===== src/rtl/cordic_tune_pkg.sv =====
// rtl/cordic_tune_pkg.sv - shared constants and FSM state type for cordic_tune_ctrl
package cordic_tune_pkg;

  localparam int WF_DEF         = 32;
  localparam int NUM_RX_DEF     = 4;
  localparam int CORDIC_LATENCY = 20;
  localparam int CNT_W          = 8;

  typedef enum logic {
    ST_IDLE   = 1'b0,
    ST_SETTLE = 1'b1
  } tune_state_e;

endpackage


===== src/rtl/cordic_freq_bank.sv =====
// rtl/cordic_freq_bank.sv - one channel's shadow/active tuning-word pair with pend/stage bits
module cordic_freq_bank
  import cordic_tune_pkg::*;
#(
  parameter int WF = WF_DEF
) (
  input  logic          clock,
  input  logic          reset_n,
  input  logic          wr_en_i,
  input  logic [WF-1:0] wr_freq_i,
  input  logic          wr_sync_i,
  input  logic          commit_i,
  input  logic          apply_en_i,
  output logic [WF-1:0] shadow_o,
  output logic [WF-1:0] active_o,
  output logic          pending_o,
  output logic          staged_o,
  output logic          pending_next_o,
  output logic          staged_next_o
);

  logic [WF-1:0] shadow_q, shadow_d;
  logic [WF-1:0] active_q, active_d;
  logic          pending_q, pending_d;
  logic          staged_q, staged_d;

  // Order matters: apply samples the old shadow, then sets from commit/accept win over the clear.
  always_comb begin
    shadow_d  = shadow_q;
    active_d  = active_q;
    pending_d = pending_q;
    staged_d  = staged_q;
    if (apply_en_i) begin
      active_d  = shadow_q;
      pending_d = 1'b0;
    end
    if (commit_i) begin
      pending_d = pending_d | staged_q | (wr_en_i & wr_sync_i);
      staged_d  = 1'b0;
    end else if (wr_en_i && wr_sync_i) begin
      staged_d = 1'b1;
    end
    if (wr_en_i) begin
      shadow_d = wr_freq_i;
      if (!wr_sync_i) begin
        pending_d = 1'b1;
      end
    end
  end

  always_ff @(posedge clock or negedge reset_n) begin
    if (!reset_n) begin
      shadow_q  <= '0;
      active_q  <= '0;
      pending_q <= 1'b0;
      staged_q  <= 1'b0;
    end else begin
      shadow_q  <= shadow_d;
      active_q  <= active_d;
      pending_q <= pending_d;
      staged_q  <= staged_d;
    end
  end

  assign shadow_o       = shadow_q;
  assign active_o       = active_q;
  assign pending_o      = pending_q;
  assign staged_o       = staged_q;
  assign pending_next_o = pending_d;
  assign staged_next_o  = staged_d;

endmodule


===== src/rtl/cordic_tune_ctrl.sv =====
// rtl/cordic_tune_ctrl.sv - CORDIC retune controller: shadow banks, strobe-aligned apply, blanking FSM
// Optional readback ports enabled by defining CORDIC_TUNE_READBACK_EN.
module cordic_tune_ctrl
  import cordic_tune_pkg::*;
#(
  parameter int NUM_RX        = NUM_RX_DEF,
  parameter int WF            = WF_DEF,
  parameter int SETTLE_CYCLES = CORDIC_LATENCY,
  parameter int CW            = 3
) (
  input  logic                 clock,
  input  logic                 reset_n,
  input  logic                 cmd_valid,
  output logic                 cmd_ready,
  input  logic [CW-1:0]        cmd_chan,
  input  logic [WF-1:0]        cmd_freq,
  input  logic                 cmd_sync,
  input  logic                 commit,
  input  logic                 apply_strobe,
`ifdef CORDIC_TUNE_READBACK_EN
  input  logic [CW-1:0]        rd_chan,
  output logic [WF-1:0]        rd_active,
  output logic [WF-1:0]        rd_shadow,
`endif
  output logic [NUM_RX*WF-1:0] freq_out,
  output logic [NUM_RX-1:0]    blank,
  output logic                 busy,
  output logic                 cmd_err
);

  localparam logic [CNT_W-1:0] SETTLE_LOAD = CNT_W'(SETTLE_CYCLES - 1);

  tune_state_e       state_q, state_d;
  logic [CNT_W-1:0]  cnt_q, cnt_d;
  logic [NUM_RX-1:0] blank_q, blank_d;
  logic              busy_q, busy_d;
  logic              cmd_ready_q;
  logic              cmd_err_q, cmd_err_d;

  logic [NUM_RX-1:0] chan_hit;
  logic [NUM_RX-1:0] pending_w, staged_w, pending_nx, staged_nx;
  logic [WF-1:0]     shadow_w [NUM_RX];
  logic [WF-1:0]     active_w [NUM_RX];
  logic              accept;
  logic              apply_fire;

  assign accept     = cmd_valid & cmd_ready_q;
  assign apply_fire = (state_q == ST_IDLE) & apply_strobe & (|pending_w);

  for (genvar k = 0; k < NUM_RX; k++) begin : g_bank
    assign chan_hit[k] = (cmd_chan == CW'(k));

    cordic_freq_bank #(.WF(WF)) u_bank (
      .clock          (clock),
      .reset_n        (reset_n),
      .wr_en_i        (accept & chan_hit[k]),
      .wr_freq_i      (cmd_freq),
      .wr_sync_i      (cmd_sync),
      .commit_i       (commit),
      .apply_en_i     (apply_fire & pending_w[k]),
      .shadow_o       (shadow_w[k]),
      .active_o       (active_w[k]),
      .pending_o      (pending_w[k]),
      .staged_o       (staged_w[k]),
      .pending_next_o (pending_nx[k]),
      .staged_next_o  (staged_nx[k])
    );

    assign freq_out[k*WF +: WF] = active_w[k];
  end

  // Strobes arriving in SETTLE are dropped; pending bits simply wait for IDLE.
  always_comb begin
    state_d = state_q;
    cnt_d   = cnt_q;
    blank_d = blank_q;
    case (state_q)
      ST_IDLE: begin
        if (apply_fire) begin
          blank_d = blank_q | pending_w;
          cnt_d   = SETTLE_LOAD;
          state_d = ST_SETTLE;
        end
      end
      ST_SETTLE: begin
        if (cnt_q == '0) begin
          blank_d = '0;
          state_d = ST_IDLE;
        end else begin
          cnt_d = cnt_q - CNT_W'(1);
        end
      end
      default: state_d = ST_IDLE;
    endcase
  end

  assign cmd_err_d = cmd_err_q | (accept & ~(|chan_hit));
  assign busy_d    = (|pending_nx) | (|staged_nx) | (state_d == ST_SETTLE);

  always_ff @(posedge clock or negedge reset_n) begin
    if (!reset_n) begin
      state_q     <= ST_IDLE;
      cnt_q       <= '0;
      blank_q     <= '0;
      busy_q      <= 1'b0;
      cmd_ready_q <= 1'b0;
      cmd_err_q   <= 1'b0;
    end else begin
      state_q     <= state_d;
      cnt_q       <= cnt_d;
      blank_q     <= blank_d;
      busy_q      <= busy_d;
      cmd_ready_q <= 1'b1;
      cmd_err_q   <= cmd_err_d;
    end
  end

  assign blank     = blank_q;
  assign busy      = busy_q;
  assign cmd_ready = cmd_ready_q;
  assign cmd_err   = cmd_err_q;

`ifdef CORDIC_TUNE_READBACK_EN
  logic [WF-1:0] rd_active_q, rd_active_d;
  logic [WF-1:0] rd_shadow_q, rd_shadow_d;

  always_comb begin
    rd_active_d = '0;
    rd_shadow_d = '0;
    for (int k = 0; k < NUM_RX; k++) begin
      if (rd_chan == CW'(k)) begin
        rd_active_d = active_w[k];
        rd_shadow_d = shadow_w[k];
      end
    end
  end

  always_ff @(posedge clock or negedge reset_n) begin
    if (!reset_n) begin
      rd_active_q <= '0;
      rd_shadow_q <= '0;
    end else begin
      rd_active_q <= rd_active_d;
      rd_shadow_q <= rd_shadow_d;
    end
  end

  assign rd_active = rd_active_q;
  assign rd_shadow = rd_shadow_q;
`endif

endmodule


===== config.mk =====
export PLATFORM = sky130hd
export DESIGN_NAME = cordic_tune_ctrl
export DESIGN_NICKNAME = d
export VERILOG_FILES = /design/src/rtl/cordic_tune_pkg.sv /design/src/rtl/cordic_freq_bank.sv /design/src/rtl/cordic_tune_ctrl.sv
export SDC_FILE = /design/constraint.sdc
export NUM_CORES = 1
export LEC_CHECK = 0
export CORE_UTILIZATION = 58
export DETAILED_ROUTE_END_ITERATION = 12
export HOLD_SLACK_MARGIN = 0.15
export PLACE_DENSITY_LB_ADDON = 0.08
export SYNTH_ARGS = -nofsm -noshare
export SYNTH_HDL_FRONTEND = slang
export SYNTH_HIERARCHICAL = 1
export SYNTH_SLANG_ARGS = --single-unit

===== constraint.sdc =====
create_clock -name clock -period 5.5 [get_ports clock]
set_clock_uncertainty 0.1 [all_clocks]
set_input_delay 0.825 -clock clock [delete_from_list [all_inputs] [get_ports clock]]
set_output_delay 0.825 -clock clock [all_outputs]
set_load 0.02 [all_outputs]

==> results by group, run 1 <==
Finish
  • Layout cell share with drive strength beyond 1: 38.2%
  • Synthesis-to-finish area growth: 23.0%
  • Final instance area: 14500 um^2
  • Layout Nets: 882
  • Ant diodes: 0
  • FILL cells: 1270

Route
  • DRT iter0 DRCs: 315
  • Via density: 5.44
  • Routed wire per std cell: 21.8 um
  • DRC Markers: 0
  • Detailed-route via count: 6110
  • Detailed-route wire length: 24.6 mm
  • Antenna Nets Post-Route: 0
  • Detailed Routing Iterations Pass 1: 4

Clock network
  • Post-cts sizing count: 0
  • Inserted Clock Buffers: 29
  • Clock sink count: 280
  • Clk Tree Root Cell: clkbuf_16
  • Post-CTS Setup Repair Bufs: 0
  • TritonCTS clock tree: yes
  • Clock latency on the worst-skew pair: 0.53 ns
  • Maximum clock path buffer count: 3
  • Register clock-pin slew on the reported worst setup and hold paths: 0.06 ns
  • Hold buffers post-CTS: 0
  • H-tree Lvls: 1

Yosys
  • Register area share after synthesis: 59.6%
  • Syn nets: 700
  • Synthesized area: 11800 um^2
  • YS warnings: 6
  • Synth Flop Type: dfrtp_1
  • Syn_area_per_cell: 17.9 um^2
  • Cells after Synth: 658
  • Unique masters post-synth: 44
  • Ys async rst share: 100%
  • Post-synth EDFFs: 0
  • FF+latch count, synth: 280

Setup path
  • Worst r2r dst: busy$_DFF_PN0_
  • Critical Path RT: 5.81 ns
  • Critical path fanouts, max: 18
  • Crit-path max cell delay: 0.60 ns
  • Critical path buffers and inverters: 2
  • Worst R2R Start: state_q$_DFF_PN0_
  • Cells along the critical path: clkdlybuf4s50_1 > nor2b_1 > and2_2 > buf_4 > o221ai_1 > nor4_1 > nand3b_1
  • Crit. End Element: flip-flop
  • WS Path Type: in -> reg
  • Type of origin of the critical path: input port
  • CP top delay family: simple AND/OR/NAND/NOR gates
  • Critical-path top delay cell: and2_2
  • R2r worst-path depth: 6
  • CP arrival: 3.34 ns
  • Crit. path cell count: 7
  • Setup slack, reg-to-reg: 2.67 ns

Global route
  • Global route overflow: 0
  • Vias in the first global route: 6727
  • First-pass GRT wire length: 39.2 mm
  • GRT Total Usage: 24.8%
  • Initial antenna violation count: 0
  • Largest net degree at the start of global routing: 122

Floorplan
  • Initial Util: 59.8%
  • Chip Height: 144 um
  • Ports: 176
  • Core Region: 19700 um^2
  • DIE WIDTH: 144 um
  • Die area: 20800 um^2
  • Row count: 51

Flow run
  • Max-cap viol count: 0

Timing
  • Setup TNS: 0 ns
  • RSZ-0062 raised after global routing: false
  • WHS: 0.268 ns
  • Final setup vio count: 0
  • Fin crit period: 3.03 ns
  • Tightest Pin Transition: 1.31 ns
  • Slew headroom: 12.6%
  • Final Cycle Share: 55.1%
  • Setup ws final: 2.47 ns
  • Fmax: 0.330 GHz
  • Final Hold Fails: 0
  • Final Slew Violations: 0

Place
  • Post-DP Area: 13500 um^2
  • Port Buf Inserts: 175
  • Post-DP HPWL: 15.4 mm
  • Worst slack at placement: 1.96 ns
  • Routability cong.: 0.781

Pwr
  • Leak pwr: 6.59 nW
  • PD cells: 499 nW/um^2
  • Final Power: 7.21 mW
  • Sequential Power Share: 42.3%
  • Net switching power: 2.08 mW
  • Internal power: 5.13 mW
  • Peak supply drop: 0.298 mV
  • Net Sw Frac: 28.8%
  • Comb power frac: 30.5%
  • Clock network fraction of total power: 27.2%

Status
  • Status: completed

Worst hold path
  • Min-Delay Path Class: in -> async
-- cells in the final DEF, fill, tap and decap left out, drive strengths merged, types with 2 or more instances in the layout --
cell type / n
a21oi: 9
and2: 5
buf: 11
bufinv: 2
clkbuf: 44
clkdlybuf4s50: 174
clkinv: 4
dfrtp: 280
inv: 11
mux2: 257
mux2i: 3
nand2: 8
nor2: 8
nor4: 4
o211ai: 2
o21a: 4
o21ai: 6
o221ai: 4
or3: 2
-- cell families after synthesis --
family,count (synthesis),share of synthesized area [%]
mux,260,32.1
simple gates,37,1.87
xor+xnor,1,0.0745
flops,280,59.6
other cells,1,0.0319
compound gates,33,2.00
fa+ha+maj,1,0.106
buf+inv,45,4.27
-- state kept, by name, summed over array words and instances, names as in the netlist --
register,cells
g_bank.u_bank/active_o,128
g_bank.u_bank/shadow_o,128
cnt_q,8
blank,4
g_bank.u_bank/pending_o,4
g_bank.u_bank/staged_o,4
busy,1
cmd_err,1
cmd_ready,1
state_q,1
-- power groups by stage --
stage	logic, mW	clock network (mW)	registers (mW)
after global routing	2.33	2.09	3.12
after global placement	2.15	0	3.04
after detailed placement	2.20	0	3.07
after floorplan	1.01	0	3.32
final	2.20	1.96	3.05
after CTS	2.22	2.01	3.05
-- per-layer routing --
| metal | global-route usage, % | share of wire, % | routed length [um] | up-vias |
|---|---|---|---|---|
| met3 | 5.66 | 6.1 | 1490 | 29 |
| met4 | 5.10 | 1.3 | 324 | 0 |
| li1 | - | - | - | 2681 |
| met1 | 34.7 | 45 | 11000 | 3230 |
| met5 | 0 | 0 | 0 | - |
| met2 | 39.7 | 48 | 11800 | 170 |
-- cells in the mapped netlist, types with 2 or more instances --
master / instances / area share (%)
a21oi_1: 8 / 0.34
and2_1: 5 / 0.27
buf_12: 8 / 1.4
buf_6: 21 / 2.0
buf_8: 4 / 0.51
dfrtp_1: 280 / 60
inv_1: 11 / 0.35
mux2_2: 32 / 3.1
mux2_4: 225 / 29
mux2i_1: 3 / 0.26
nand2_1: 8 / 0.26
nor2_1: 8 / 0.26
nor4_1: 3 / 0.16
o211ai_1: 2 / 0.13
o21a_1: 4 / 0.26
o21ai_0: 5 / 0.21
o221ai_1: 4 / 0.30
-- layout make-up --
| type | count | area [um^2] | area share, % |
|---|---|---|---|
| Clock buffer | 44 | 882 | 6.10 |
| Clock inverter | 6 | 80.1 | 0.554 |
| Inverter | 11 | 41.3 | 0.286 |
| Multi-Input combinational cell | 333 | 4280 | 29.6 |
| Sequential cell | 280 | 7010 | 48.5 |
| Tap cell | 265 | 332 | 2.29 |
| Timing Repair Buffer | 185 | 1840 | 12.8 |
-- worst reg2reg max path, cell delays in order (launching register included) --
cell      delay [ns]
dfrtp_1         0.55
nor2b_1         0.31
and2_2          0.60
buf_4           0.44
o221ai_1        0.27
nor4_1          0.33
nand3b_1        0.11
-- worst max-delay path by stage --
| stage | start | endpoint | slack [ns] |
|---|---|---|---|
| after CTS | apply_strobe | busy$_DFF_PN0_ | 2.46 |
| after detailed placement | apply_strobe | busy$_DFF_PN0_ | 1.96 |
| after global placement | apply_strobe | busy$_DFF_PN0_ | 2.10 |
| after global routing | apply_strobe | busy$_DFF_PN0_ | 2.38 |
| final | apply_strobe | busy$_DFF_PN0_ | 2.47 |
| after floorplan | cmd_valid | busy$_DFF_PN0_ | 3.25 |
-- through the flow --
stage	std cells	util, %
floorplan	658	-
global placement	1074	68.7
detailed placement	1074	68.7
CTS	1124	73.6
global route	1124	73.6
finish	1124	73.6
(Power assumes the default switching activity.)
==> inputs of run 2 (changes only) <==
- CORE_UTILIZATION: 58 -> 49
- clock period: 5.5 -> 2.6 ns (I/O delays scaled with it)
==> run 2 against run 1 <==
Worst hold slack better by 0.045 ns. Highest routed layer unchanged. First-iteration DRC count down 16%. Via count down 0.38%. Sequential power up 110%. Flip-flop and latch count unchanged. Final area up 2.3%. Largest power group unchanged. Critical endpoint is now freq_out[64]. Cell count up 6.3%. Critical path depth down 6. Wire length up 0.51%. Largest cell class unchanged. Global-route usage down 3.9 points.
==> results by group, run 2 (synthesis gave the netlist of run 1 again) <==
Place
  • Port Buf Inserts: 175 (unchanged)
  • Post-DP HPWL: 16.0 mm (+3.7%)
  • Placed Cells: 1140 (+6.1%)
  • Routability cong.: 0.822 (+5.2%)

Setup path
  • Crit-path max cell delay: 0.68 ns (+0.08 ns)
  • CP top delay family: buffers and inverters
  • Setup slack, reg-to-reg: 0.54 ns (-2.13 ns)
  • WS Path Type: reg -> out
  • Critical path buffers and inverters: 1 (-1)
  • CP arrival: 1.57 ns (-1.77 ns)
  • R2r worst-path depth: 6 (unchanged)
  • CP startpoint: g_bank[2].u_bank/active_o[0]$_DFFE_PN0P_
  • Critical Path End: freq_out[64]
  • Critical Path RT: 2.11 ns (-3.70 ns)
  • Worst R2R Start: cnt_q[1]$_DFFE_PN0P_
  • Critical path fanouts, max: 2 (-16)
  • Crit. path cell count: 1 (-6)
  • Type of origin of the critical path: flip-flop
  • Critical-path top delay cell: clkdlybuf4s50_1
  • Cells along the critical path: clkdlybuf4s50_1
  • Worst r2r dst: cnt_q[1]$_DFFE_PN0P_
  • Crit. End Element: primary output

Finish
  • Leading cell types in the layout, fill and taps excluded: 280 x dfrtp_1, 225 x mux2_4, 174 x clkdlybuf4s50_1
  • Multi-input logic area: 4280 um^2 (unchanged)
  • Layout Utilization: 63.0% (-11 points)
  • Ant diodes: 0 (unchanged)
  • FILL cells: 1698 (+34%)
  • Layout cell share with drive strength beyond 1: 39.3% (+1.1 points)
  • Layout Cells excl Fill: 1195 (+6.3%)
  • Commonest non-fill, non-tap cell in the layout: dfrtp_1
  • Layout Nets: 896 (+1.6%)
  • Synthesis-to-finish area growth: 25.9%
  • Register area: 7010 um^2 (unchanged)

Route
  • Routed wire per std cell: 20.7 um (-5.5%)
  • DRT iter0 DRCs: 266 (-16%)
  • Antenna Nets Post-Route: 0 (unchanged)
  • DRC Markers: 0 (unchanged)
  • Met3 routed WL: 1.46 mm (-2.3%)
  • Detailed Routing Iterations Pass 1: 4 (unchanged)
  • Detailed-route via count: 6087 (-0.38%)
  • Met1 wire length: 11.2 mm (+2.5%)
  • Detailed-route wire length: 24.7 mm (+0.51%)
  • Met2 wire length: 11.5 mm (-2.7%)
  • Via density: 5.09 (-6.3%)
  • Highest routed metal layer: met4

Timing
  • Final setup vio count: 0 (unchanged)
  • Fmax: 0.485 GHz
  • Tightest Pin Transition: 0.636 ns (-0.675 ns)
  • Final Cycle Share: 79.3%
  • Setup TNS: 0 ns (unchanged)
  • Fin crit period: 2.06 ns
  • Final Slew Violations: 0 (unchanged)
  • Final Hold Fails: 0 (unchanged)
  • Slew headroom: 57.1% (+45 points)
  • RSZ-0062 raised after global routing: false

Worst hold path
  • Min-Delay Path Class: in -> async

Clock network
  • Inserted Clock Buffers: 30 (+3.4%)
  • Register clock-pin slew on the reported worst setup and hold paths: 0.06 ns (about the same)
  • Clk Tree Root Cell: clkbuf_16
  • Clock sink count: 280 (unchanged)
  • H-tree Lvls: 1 (unchanged)
  • TritonCTS clock tree: yes
  • Maximum clock path buffer count: 3 (unchanged)
  • Clock latency on the worst-skew pair: 0.55 ns (+0.02 ns)

Pwr
  • Leak pwr: 6.70 nW (+1.8%)
  • Peak supply drop: 0.584 mV (+96%)
  • PD cells: 1030 nW/um^2 (+110%)

Floorplan
  • Die area: 24600 um^2 (+18%)
  • Ports: 176 (unchanged)
  • Chip Height: 157 um (+8.7%)
  • DIE WIDTH: 157 um (+8.7%)
  • Row count: 56 (+9.8%)
  • Initial Util: 50.1% (-9.7 points)
  • Core Region: 23500 um^2 (+19%)

Flow run
  • Max-cap viol count: 0 (unchanged)

Global route
  • Initial antenna violation count: 0 (unchanged)
  • First-pass GRT wire length: 39.7 mm (+1.2%)
  • Largest net degree at the start of global routing: 78 (-36%)
  • Global route overflow: 0 (unchanged)
  • GRT Total Usage: 20.9% (-3.9 points)
  • Vias in the first global route: 6820 (+1.4%)

Status
  • Status: completed
## run 2: cell count changes in the layout (fill, tap and decap cells not counted), sizes merged
cell,change
clkbuf,+1
dlygate4sd3,+1
inv,+1
clkinvlp,+1
buf,+12
bufinv,-1
clkinv,+2
## run 2: per-layer routing
layer,vias up,global-route usage (%)
li1,2707,-
met3,40,4.79
met4,0,5.65
met1,3176,29.1
met5,-,0
met2,164,33.0
## run 2: how the worst min path moves through the flow
| stage | to | slack, ns | cells past startpoint |
|---|---|---|---|
| 4_1_cts | g_bank[0].u_bank/shadow_o[8]$_DFFE_PN0P_ | 0.35 | 2 |
| 3_3_place_gp | g_bank[0].u_bank/active_o[11]$_DFFE_PN0P_ | 0.31 | 1 |
| 5_1_grt | g_bank[0].u_bank/shadow_o[8]$_DFFE_PN0P_ | 0.36 | 2 |
| 6_report | g_bank[0].u_bank/shadow_o[8]$_DFFE_PN0P_ | 0.31 | 2 |
| 2_1_floorplan | blank[0]$_DFFE_PN0P_ | -0.006 | 0 |
| 3_5_place_dp | g_bank[0].u_bank/shadow_o[11]$_DFFE_PN0P_ | 0.31 | 1 |
## run 2: final cells by class
type	instances	area share [%]
Timing Repair Buffer	198	14.1
Clock inverter	9	0.516
Tap cell	319	2.70
Inverter	11	0.279
Clock buffer	45	6.21
Sequential cell	280	47.3
Multi-Input combinational cell	333	28.9
## run 2: power breakdown
group	internal [mW]	switching (mW)	leakage, nW
Sequential	5.58	0.841	3.58
Combinational	2.81	1.87	2.63
Clock	2.52	1.68	0.495
Total	10.9	4.40	6.70
## run 2: per-stage QoR
| step | hold WS (ns) | cell area, um^2 | total power [mW] | setup WS, ns |
|---|---|---|---|---|
| 4_1_cts | 0.346 | 14800 | 15.5 | 0.513 |
| 6_report | 0.312 | 14800 | 15.3 | 0.539 |
| 2_1_floorplan | -0.00559 | 11800 | 9.15 | 0.670 |
| 3_5_place_dp | 0.314 | 13800 | 11.2 | 0.190 |
| 3_3_place_gp | 0.310 | 13800 | 11.0 | 0.293 |
| 5_1_grt | 0.364 | 14800 | 16.0 | 0.451 |
## run 2: what timing repair did
item / 4_1_cts / 5_1_grt
hold endpoints to repair: 70 / 0
setup buffers: 0 / 0
resized for setup: 0 / 0
hold buffers: 1 / 0
==> inputs of run 3 (changes only) <==
- CORE_UTILIZATION: 49 -> 54
- clock period: 2.6 -> 2.12 ns (I/O delays scaled with it)
==> run 3 against run 2 <==
Total power increased by 25%. First-iteration DRC count decreased by 15%. Worst setup slack got worse by 0.48 ns. Critical path depth increased by 5. Final area increased by 1.4%. Cell count decreased by 2.1%. Combinational power increased by 25%. Die area decreased by 9.1%. Register-to-register slack got worse by 0.48 ns. Largest cell class unchanged. Highest routed layer unchanged.
==> results by group, run 3 (synthesis gave the netlist of run 1 again) <==
Setup path
  • Critical path fanouts, max: 4 (+2)
  • Crit. path cell count: 6 (+5)
  • Worst r2r dst: cnt_q[1]$_DFFE_PN0P_
  • Cells along the critical path: inv_1 > ha_1 > or3b_4 > or3_4 > mux2_4 > a21oi_2
  • Crit-path max cell delay: 0.41 ns (-0.27 ns)
  • WS Path Type: reg -> reg
  • CP arrival: 2.42 ns (+0.85 ns)
  • Setup slack, reg-to-reg: 0.06 ns (-0.48 ns)
  • Crit. End Element: flip-flop
  • R2r worst-path depth: 6 (unchanged)
  • CP startpoint: cnt_q[1]$_DFFE_PN0P_
  • Worst R2R Start: cnt_q[1]$_DFFE_PN0P_
  • Critical-path top delay cell: or3b_4
  • Type of origin of the critical path: flip-flop
  • CP top delay family: simple AND/OR/NAND/NOR gates
  • Critical Path RT: 2.48 ns (+0.37 ns)
  • Critical path buffers and inverters: 1 (unchanged)

Global route
  • GRT met1 Usage: 32.4% (+3.3 points)
  • First-pass GRT wire length: 39.2 mm (-1.2%)
  • GR peak layer: met2
  • Vias in the first global route: 6792 (-0.41%)
  • GRT met3 Usage: 5.00% (+0.21 points)
  • Met2 GRT Util: 35.2% (+2.2 points)
  • Global route overflow: 0 (unchanged)
  • GRT Total Usage: 22.7% (+1.7 points)
  • Initial antenna violation count: 0 (unchanged)
  • Largest net degree at the start of global routing: 56 (-28%)

Pwr
  • Net Sw Frac: 28.2% (-0.49 points)
  • Leak pwr: 6.84 nW (+2.0%)
  • Internal power: 13.7 mW (+26%)
  • Clock network fraction of total power: 28.2% (+0.7 points)
  • Net switching power: 5.39 mW (+23%)
  • PD cells: 1270 nW/um^2 (+23%)
  • Comb power frac: 30.6% (about the same)
  • Final Power: 19.1 mW (+25%)
  • Peak supply drop: 0.695 mV (+19%)
  • Sequential Power Share: 41.2% (-0.7 points)

Floorplan
  • Chip Height: 150 um (-4.7%)
  • Initial Util: 55.6% (+5.5 points)
  • Row count: 53 (-5.4%)
  • Ports: 176 (unchanged)
  • Core Region: 21200 um^2 (-9.9%)
  • Die area: 22400 um^2 (-9.1%)
  • DIE WIDTH: 150 um (-4.7%)

Clock network
  • Clock sink count: 280 (unchanged)
  • TritonCTS clock tree: yes
  • Maximum clock path buffer count: 3 (unchanged)
  • H-tree Lvls: 1 (unchanged)
  • Inserted Clock Buffers: 29 (-3.3%)
  • Clock latency on the worst-skew pair: 0.54 ns (about the same)
  • Register clock-pin slew on the reported worst setup and hold paths: 0.06 ns (about the same)
  • Post-cts sizing count: 0 (unchanged)
  • Clk Tree Root Cell: clkbuf_16

Timing
  • Final Cycle Share: 97.1%
  • Fin crit period: 2.06 ns
  • RSZ-0062 raised after global routing: false
  • Final setup vio count: 0 (unchanged)
  • Final Hold Fails: 0 (unchanged)
  • Setup TNS: 0 ns (unchanged)
  • Fmax: 0.486 GHz
  • Final Slew Violations: 0 (unchanged)

Place
  • Port Buf Inserts: 175 (unchanged)
  • Post-DP HPWL: 16.5 mm (+3.6%)
  • Routability cong.: 0.817 (-0.58%)

Finish
  • Leading cell types in the layout, fill and taps excluded: 280 x dfrtp_1, 225 x mux2_4, 174 x clkdlybuf4s50_1
  • Layout cell share with drive strength beyond 1: 40.4% (+1.2 points)
  • Layout Nets: 914 (+2.0%)
  • Commonest non-fill, non-tap cell in the layout: dfrtp_1
  • Ant diodes: 0 (unchanged)
  • Layout Utilization: 71.0% (+7.9 points)
  • Synthesis-to-finish area growth: 27.7%

Route
  • Via density: 5.31 (+4.3%)
  • DRC Markers: 0 (unchanged)
  • Detailed-route via count: 6217 (+2.1%)
  • Detailed Routing Iterations Pass 1: 4 (unchanged)
  • Antenna Nets Post-Route: 0 (unchanged)
  • Routed wire per std cell: 21.0 um (+1.8%)
  • DRT iter0 DRCs: 225 (-15%)
  • Detailed-route wire length: 24.6 mm (-0.30%)

Status
  • Status: completed

Flow run
  • Max-cap viol count: 0 (unchanged)

Worst hold path
  • Min-Delay Path Class: in -> async
## run 3: cell types whose count changed in the layout (fill, tap and decap cells not counted), sizes merged
cell and change:
buf +19, bufinv +4, clkbuf -3, clkinvlp -1
## run 3: worst register-to-register path, delay by kind of cell, from the launching register on
kind / cells / cell delay [ns]
buf+inv: 1 / 0.09
compound gates: 1 / 0.12
flops: 1 / 0.40
simple gates: 2 / 0.77
mux: 1 / 0.31
fa+ha+maj: 1 / 0.19
## run 3: worst max-delay path by stage
| stage | end |
|---|---|
| floorplan | cnt_q[1]$_DFFE_PN0P_ |
| global placement | busy$_DFF_PN0_ |
| detailed placement | busy$_DFF_PN0_ |
| CTS | cnt_q[1]$_DFFE_PN0P_ |
| global route | cnt_q[1]$_DFFE_PN0P_ |
| finish | cnt_q[1]$_DFFE_PN0P_ |
## run 3: power by group through the flow
stage / Clock, mW / Sequential, mW / Combinational [mW]
6_report: 5.39 / 7.86 / 5.85
5_1_grt: 5.72 / 8.03 / 6.20
4_1_cts: 5.49 / 7.86 / 5.89
3_5_place_dp: 0 / 7.92 / 5.84
3_3_place_gp: 0 / 7.83 / 5.71
2_1_floorplan: 0 / 8.61 / 2.61
## run 3: through the flow
| stage | setup slack, ns | area (um^2) | hold slack, ns | std cells |
|---|---|---|---|---|
| after global routing | 0.00613 | 15000 | 0.218 | 1170 |
| after detailed placement | -0.213 | 14000 | 0.180 | 1114 |
| final | 0.0607 | 15000 | 0.197 | 1170 |
| after CTS | 0.0466 | 15000 | 0.209 | 1169 |
| after global placement | -0.0844 | 14000 | 0.172 | 1114 |
| after floorplan | 0.190 | 11800 | -0.0776 | 658 |
## run 3: metal layers
metal	routed length [um]	share of wire, %
met5	0	0
met1	11300	46
met2	11400	46
met3	1420	5.8
met4	495	2.0
## run 3: area by class of cell
cell class / instances / area, um^2
Sequential cell: 280 / 7010
Fill cell: 1348 / 6140
Multi-Input combinational cell: 333 / 4280
Timing Repair Buffer: 217 / 2310
Clock buffer: 42 / 845
Tap cell: 275 / 344
Clock inverter: 12 / 189
Inverter: 11 / 41.3
## run 3: timing repair
item	CTS	global route
endpoints found under the setup margin	0	1
setup buffers	0	1
endpoints found under the hold margin	280	0
hold buffers	1	0
